<file path="config.mk">
export PLATFORM = sky130hd
export DESIGN_NAME = freq_divider_prog
export DESIGN_NICKNAME = d
export VERILOG_FILES = /design/src/rtl/freq_divider_prog.sv
export SDC_FILE = /design/constraint.sdc
export NUM_CORES = 1
export LEC_CHECK = 0
export CAP_MARGIN = 20
export CELL_PAD_IN_SITES_DETAIL_PLACEMENT = 1
export CELL_PAD_IN_SITES_GLOBAL_PLACEMENT = 1
export CORE_UTILIZATION = 40
export CTS_CLUSTER_DIAMETER = 100
export DETAILED_ROUTE_END_ITERATION = 10
export HOLD_SLACK_MARGIN = 0.12
export PLACE_DENSITY = 0.76
export SLEW_MARGIN = 25
export SYNTH_ARGS = -nofsm -noshare
export SYNTH_HDL_FRONTEND = slang
export SYNTH_SLANG_ARGS = --single-unit
</file>
<file path="constraint.sdc">
create_clock -name clk_in -period 7.9 [get_ports clk_in]
set_input_delay 1.975 -clock clk_in [delete_from_list [all_inputs] [get_ports clk_in]]
set_output_delay 1.975 -clock clk_in [all_outputs]
set_load 0.05 [all_outputs]
</file>
<file path="src/rtl/freq_divider_prog.sv">
// Runtime-programmable integer clock divider with 50% duty for even and odd divisors,
// period-boundary divisor reload, clean start/stop, off (N=0) and bypass (N=1) modes.
`timescale 1ns/1ps
module freq_divider_prog #(
  parameter int unsigned WIDTH       = 32,
  parameter int unsigned DEFAULT_DIV = 2
) (
  input  logic             clk_in,
  input  logic             rst_n,
  input  logic             en,
  input  logic [WIDTH-1:0] div_n,
  input  logic             div_load,
  output logic             clk_out,
  output logic             tick,
  output logic [WIDTH-1:0] div_active,
  output logic             load_ack
);

  localparam logic [WIDTH-1:0] ONE = WIDTH'(1);
  localparam logic [WIDTH-1:0] TWO = WIDTH'(2);
  localparam logic [WIDTH-1:0] DEF = WIDTH'(DEFAULT_DIV);

  typedef enum logic {
    ST_IDLE = 1'b0,
    ST_RUN  = 1'b1
  } state_t;

  state_t           state;
  state_t           state_nxt;
  logic [WIDTH-1:0] cnt;
  logic [WIDTH-1:0] cnt_nxt;
  logic [WIDTH-1:0] pending;
  logic             pend_v;
  logic             p;
  logic             q;

  logic             div_ge2;
  logic             div_is1;
  logic             wrap;
  logic             req_v;
  logic [WIDTH-1:0] req_val;
  logic             apply;
  logic [WIDTH-1:0] thr;
  logic             p_nxt;
  logic             tick_nxt;

  // Period-boundary detection and reload arbitration. A fresh div_load wins over pending.
  always_comb begin
    div_ge2 = (div_active >= TWO);
    div_is1 = (div_active == ONE);
    wrap    = (state == ST_RUN) && div_ge2 && (cnt == div_active - ONE);
    req_v   = pend_v | div_load;
    req_val = div_load ? div_n : pending;
    apply   = req_v && (wrap || (state == ST_IDLE) || !div_ge2);
    thr     = div_active[0] ? (div_active >> 1) : ((div_active >> 1) - ONE);
  end

  always_comb begin
    state_nxt = state;
    case (state)
      ST_IDLE: if (en) state_nxt = ST_RUN;
      ST_RUN:  if (!en && (wrap || !div_ge2)) state_nxt = ST_IDLE;
      default: state_nxt = ST_IDLE;
    endcase
  end

  always_comb begin
    cnt_nxt  = cnt + ONE;
    if ((state != ST_RUN) || !div_ge2 || wrap || apply) cnt_nxt = '0;
    p_nxt    = (state == ST_RUN) && div_ge2 && (cnt <= thr);
    tick_nxt = (state == ST_RUN) && (div_is1 || (div_ge2 && (cnt == '0)));
  end

  always_ff @(posedge clk_in or negedge rst_n) begin
    if (!rst_n) state <= ST_IDLE;
    else        state <= state_nxt;
  end

  always_ff @(posedge clk_in or negedge rst_n) begin
    if (!rst_n) begin
      cnt        <= '0;
      p          <= 1'b0;
      tick       <= 1'b0;
      load_ack   <= 1'b0;
      div_active <= DEF;
      pending    <= '0;
      pend_v     <= 1'b0;
    end else begin
      cnt      <= cnt_nxt;
      p        <= p_nxt;
      tick     <= tick_nxt;
      load_ack <= apply;
      if (apply) begin
        div_active <= req_val;
        pend_v     <= 1'b0;
      end else if (div_load) begin
        pending <= div_n;
        pend_v  <= 1'b1;
      end
    end
  end

  // Half-cycle delayed copy of p; ANDing it in gives odd divisors their 50% duty.
  always_ff @(negedge clk_in or negedge rst_n) begin
    if (!rst_n) q <= 1'b0;
    else        q <= p;
  end

  always_comb begin
    if ((state == ST_RUN) && div_is1) clk_out = clk_in;
    else if (div_active[0])           clk_out = p & q;
    else                              clk_out = p;
  end

endmodule
</file>
# Yosys cells after proc, flatten, opt, wreduce, memory -nomap -nowiden
# Index checks and enable logic that the tools add are counted.
op_classes:
  add_sub_neg: 3
  magnitude_cmp: 2
  eq_ne: 2
  mux: 10
  n_bitwise: 3
  n_reduce_logical: 19
ops:
  columns: ["op", "count"]
  rows:
  - ["two-way mux 32 bit", 3]
  - ["adder 32 x 1 -> 32 bit, second input constant", 1]
  - ["equality test 32 x 1 -> 1 bit, second input constant", 1]
  - ["equality test 32 bit", 1]
  - ["greater-or-equal comparator 32 x 2 -> 1 bit, second input constant", 1]
  - ["less-or-equal comparator 32 bit", 1]
  - ["zero test 32 bit", 1]
  - ["subtractor 31 x 1 -> 32 bit, second input constant", 1]
  - ["subtractor 32 x 1 -> 32 bit, second input constant", 1]
  - ["logical AND 1 bit", 8]
  - ["logical OR 1 bit", 7]
  - ["two-way mux 1 bit", 6]
  - ["zero test 1 bit", 2]
  - ["one-hot mux 1 bit (2 select lines)", 1]
  - ["nonzero test 2 bit", 1]
  - ["bitwise AND 1 bit", 1]
  - ["inverter 1 bit", 1]
  - ["OR 1 bit", 1]
word_totals:
  register_bits: 102
  in_bits: 36
  out_inout_bits: 35

# Logic depth before layout (Yosys ltp)
logic_depth:
  word_depth: 8
  depth_mapped: 15

==> metrics <==
# IOs 71; Syn Std Cell Area between 6000 and 7000 µm²; dpl hpwl about 15 mm; Req. time, crit path 5.93 ns; Via density between 5 and 6; CORE AREA 16640 µm²; Net Count, Synth 800; via count 5911; Post-DP Area about 7700 µm²; # DRC 0; Post-Route WL about 21 mm; Root Buffer clkbuf_16; Iter 0 DRT Violations roughly 380; Initial Utilization between 40% and 50%; layout cells sized above 1 under 10%; full die area approximately 18000 µm²; Finished Layout Cells 987; final core utilization between 40% and 50%; CTS clk-pin slew, worst paths around 0.080 ns; Final setup viols 0; worst path arrival time around 5.5 ns; Hold Crit Class reg2reg; #FFs+latches synth between 100 and 150; Clk Latency, worst-skew pair approximately 0.37 ns; CP Launch Type flop; routability cong. 0.8543; Setup Total Neg Slack 0 ns; post-synthesis sequential area ratio a little under two fifths; outcome complete, no violations; kind of end point of the critical path primary output; pre-CTS setup slack about 0.6 ns; Post-Synthesis Cells slightly above 700; Cell Rows 47; DRT Pass-1 Iters 4; final worst slack between 0.4 and 0.5 ns; Nets 837; Post-Syn Area per Cell 9.453 µm²; Final Cell Area approximately 8000 µm²; Filler cells about 1900; Ant. Diodes 0; Total Power around 1.2 mW; FFs w/ async S/R, synth between 90% and 100%; antenna violations before repair 0; vias in the first global route approximately 6300; EDFF count, synth 0; largest net degree at the start of global routing 55; routed length per instance roughly 21 µm; worst slew margin relative to its limit between 40 and 50%; GRT Overall Usage between 20% and 30%; Max clock buf depth 2; port bufs 70; GRT overflow 0; Routed Antenna Nets 0; Chip Height 133.0 µm; PwrDens 151.1 nW/µm²; max-cap violations 0; Worst-Margin Slew approximately 0.86 ns; Max Slew Vio Count 0; RSZ-0062 raised after global routing false; critical path class reg2out; YS warnings 0; TritonCTS buffer count 9; area grow syn2layout 16.04%; first-pass GRT wire length 33.71 mm; synth unique cells 61; Die X approximately 130 µm; final hold viol count 0; CTS H-tree lvls 3; maximum vdd drop ~0.14 mV; DP Cell Count 972; main flop type after synthesis dfrtp_1; Crit Path Max Fanout 1; WHS 0.4944 ns; Leakage Power 3.270 nW; CTS tree yes; Max Clock Skew approximately 0.010 ns
## worst max-delay path, cell delays in order, from the launching register on
cell and delay [ns]:
dfrtn_1 0.39, o21ai_0 0.07, mux2i_1 0.22, dlymetal6s2s_1 0.46
## routing by layer
metal	up-vias	part of all wire (%)	global-route usage, %
li1	2711	-	-
met1	3007	43	31.81
met2	156	48	40.11
met3	37	5.6	5.134
met4	0	2.8	9.515
met5	-	0	0
## Yosys cell counts, types with 3 or more instances
library cell	instances	area [µm²]
dfrtp_1	100	2502
nor2_1	91	341.6
xnor2_1	52	455.4
ha_1	38	475.5
nand2_1	36	135.1
o22ai_1	34	212.7
xor2_1	34	297.8
a22oi_1	32	240.2
clkbuf_1	32	120.1
mux2_1	30	337.8
nor4_1	23	143.9
nand3_1	22	110.1
nor3_1	21	105.1
nand4_1	16	100.1
a21oi_1	14	70.07
inv_1	13	48.80
a21o_1	12	90.09
buf_2	11	55.05
o21ai_0	11	55.05
or4_1	8	60.06
and3_1	7	43.79
or3_1	6	37.54
xnor3_1	6	135.1
a211oi_1	5	37.54
nor2b_1	5	31.28
o211ai_1	5	37.54
or2_2	5	31.28
and4_1	4	35.03
nand3b_1	4	30.03
nor4b_1	4	35.03
buf_4	3	22.52
buf_6	3	33.78
mux2_2	3	33.78
o21a_1	3	22.52
or3b_2	3	26.28
## registers in the layout (all words and copies together), names as in the netlist
signal	count
cnt	32
q	1
pend_v	1
load_ack	1
pending	32
tick	1
p	1
div_active	32
state	1
## where the power goes
part | total (mW) | leakage, nW | internal, mW | switching (mW)
Combinational | 0.180 | 1.88 | 0.0796 | 0.101
Clock | 0.443 | 0.146 | 0.218 | 0.225
Sequential | 0.579 | 1.24 | 0.546 | 0.0330
## timing repair
item | CTS | global route
buffers inserted | 0 | 0
hold buffers | 0 | 0
resized for setup | 0 | 1
endpoints found under the hold margin | 0 | 0
endpoints found under the setup margin | 0 | 1
## cell type report
type                            instances  area [µm²]  area share [%]
Clock inverter                          7       57.56          0.7227
Inverter                               12       45.04          0.5656
Multi-Input combinational cell        561        4041           50.75
Timing Repair Buffer                   75       753.2           9.458
Tap cell                              220       275.3           3.456
Sequential cell                       102        2554           32.07
Clock buffer                           10       237.7           2.985
## path summary, 6_finish.rpt
check	slack, ns	depth (start not counted)	to	start
hold reg to reg	0.49	1	pending[30]$_DFFE_PN0N_	pending[30]$_DFFE_PN0N_
max in group asynchronous	2.53	1	q$_DFF_NN0_	rst_n
setup / recovery	0.47	3	clk_out	q$_DFF_NN0_
min in group asynchronous	1.76	2	pending[26]$_DFFE_PN0N_	rst_n
setup reg to reg	2.48	11	div_active[4]$_DFFE_PN0P_	div_active[0]$_DFFE_PN0P_
hold / removal	0.49	1	pending[30]$_DFFE_PN0N_	pending[30]$_DFFE_PN0N_
## cell usage in the layout (no fill, tap or decap), drive strengths merged, types with 4 or more instances in the layout
| master | netlist | routed |
|---|---|---|
| dfrtp | 100 | 100 |
| nor2 | 91 | 91 |
| clkdlybuf4s50 | 0 | 68 |
| xnor2 | 52 | 52 |
| ha | 38 | 38 |
| nand2 | 37 | 37 |
| xor2 | 34 | 34 |
| o22ai | 34 | 34 |
| mux2 | 33 | 33 |
| a22oi | 32 | 32 |
| nor4 | 24 | 24 |
| nand3 | 22 | 22 |
| nor3 | 21 | 21 |
| nand4 | 16 | 16 |
| inv | 13 | 15 |
| a21oi | 14 | 14 |
| a21o | 12 | 12 |
| o21ai | 12 | 12 |
| clkbuf | 32 | 9 |
| or4 | 9 | 9 |
| and3 | 7 | 7 |
| or2 | 7 | 7 |
| buf | 18 | 7 |
| or3 | 6 | 6 |
| xnor3 | 6 | 6 |
| o211ai | 6 | 6 |
| nor2b | 5 | 5 |
| a211oi | 5 | 5 |
| nor4b | 5 | 5 |
| nand3b | 4 | 4 |
| and4 | 4 | 4 |
## cells by family (layout without fill, tap and decap cells)
family	Yosys count	after routing	synth area share (%)
AOI/OAI and AO/OA	132	132	13.25
xor gates and xnor gates	92	92	12.94
adders and majority gates	38	38	6.928
buffers and inverters	63	104	4.139
DFF	102	102	37.21
muxes	34	34	5.561
and+or+nand+nor	265	265	19.96
(Power assumes the default switching activity.)
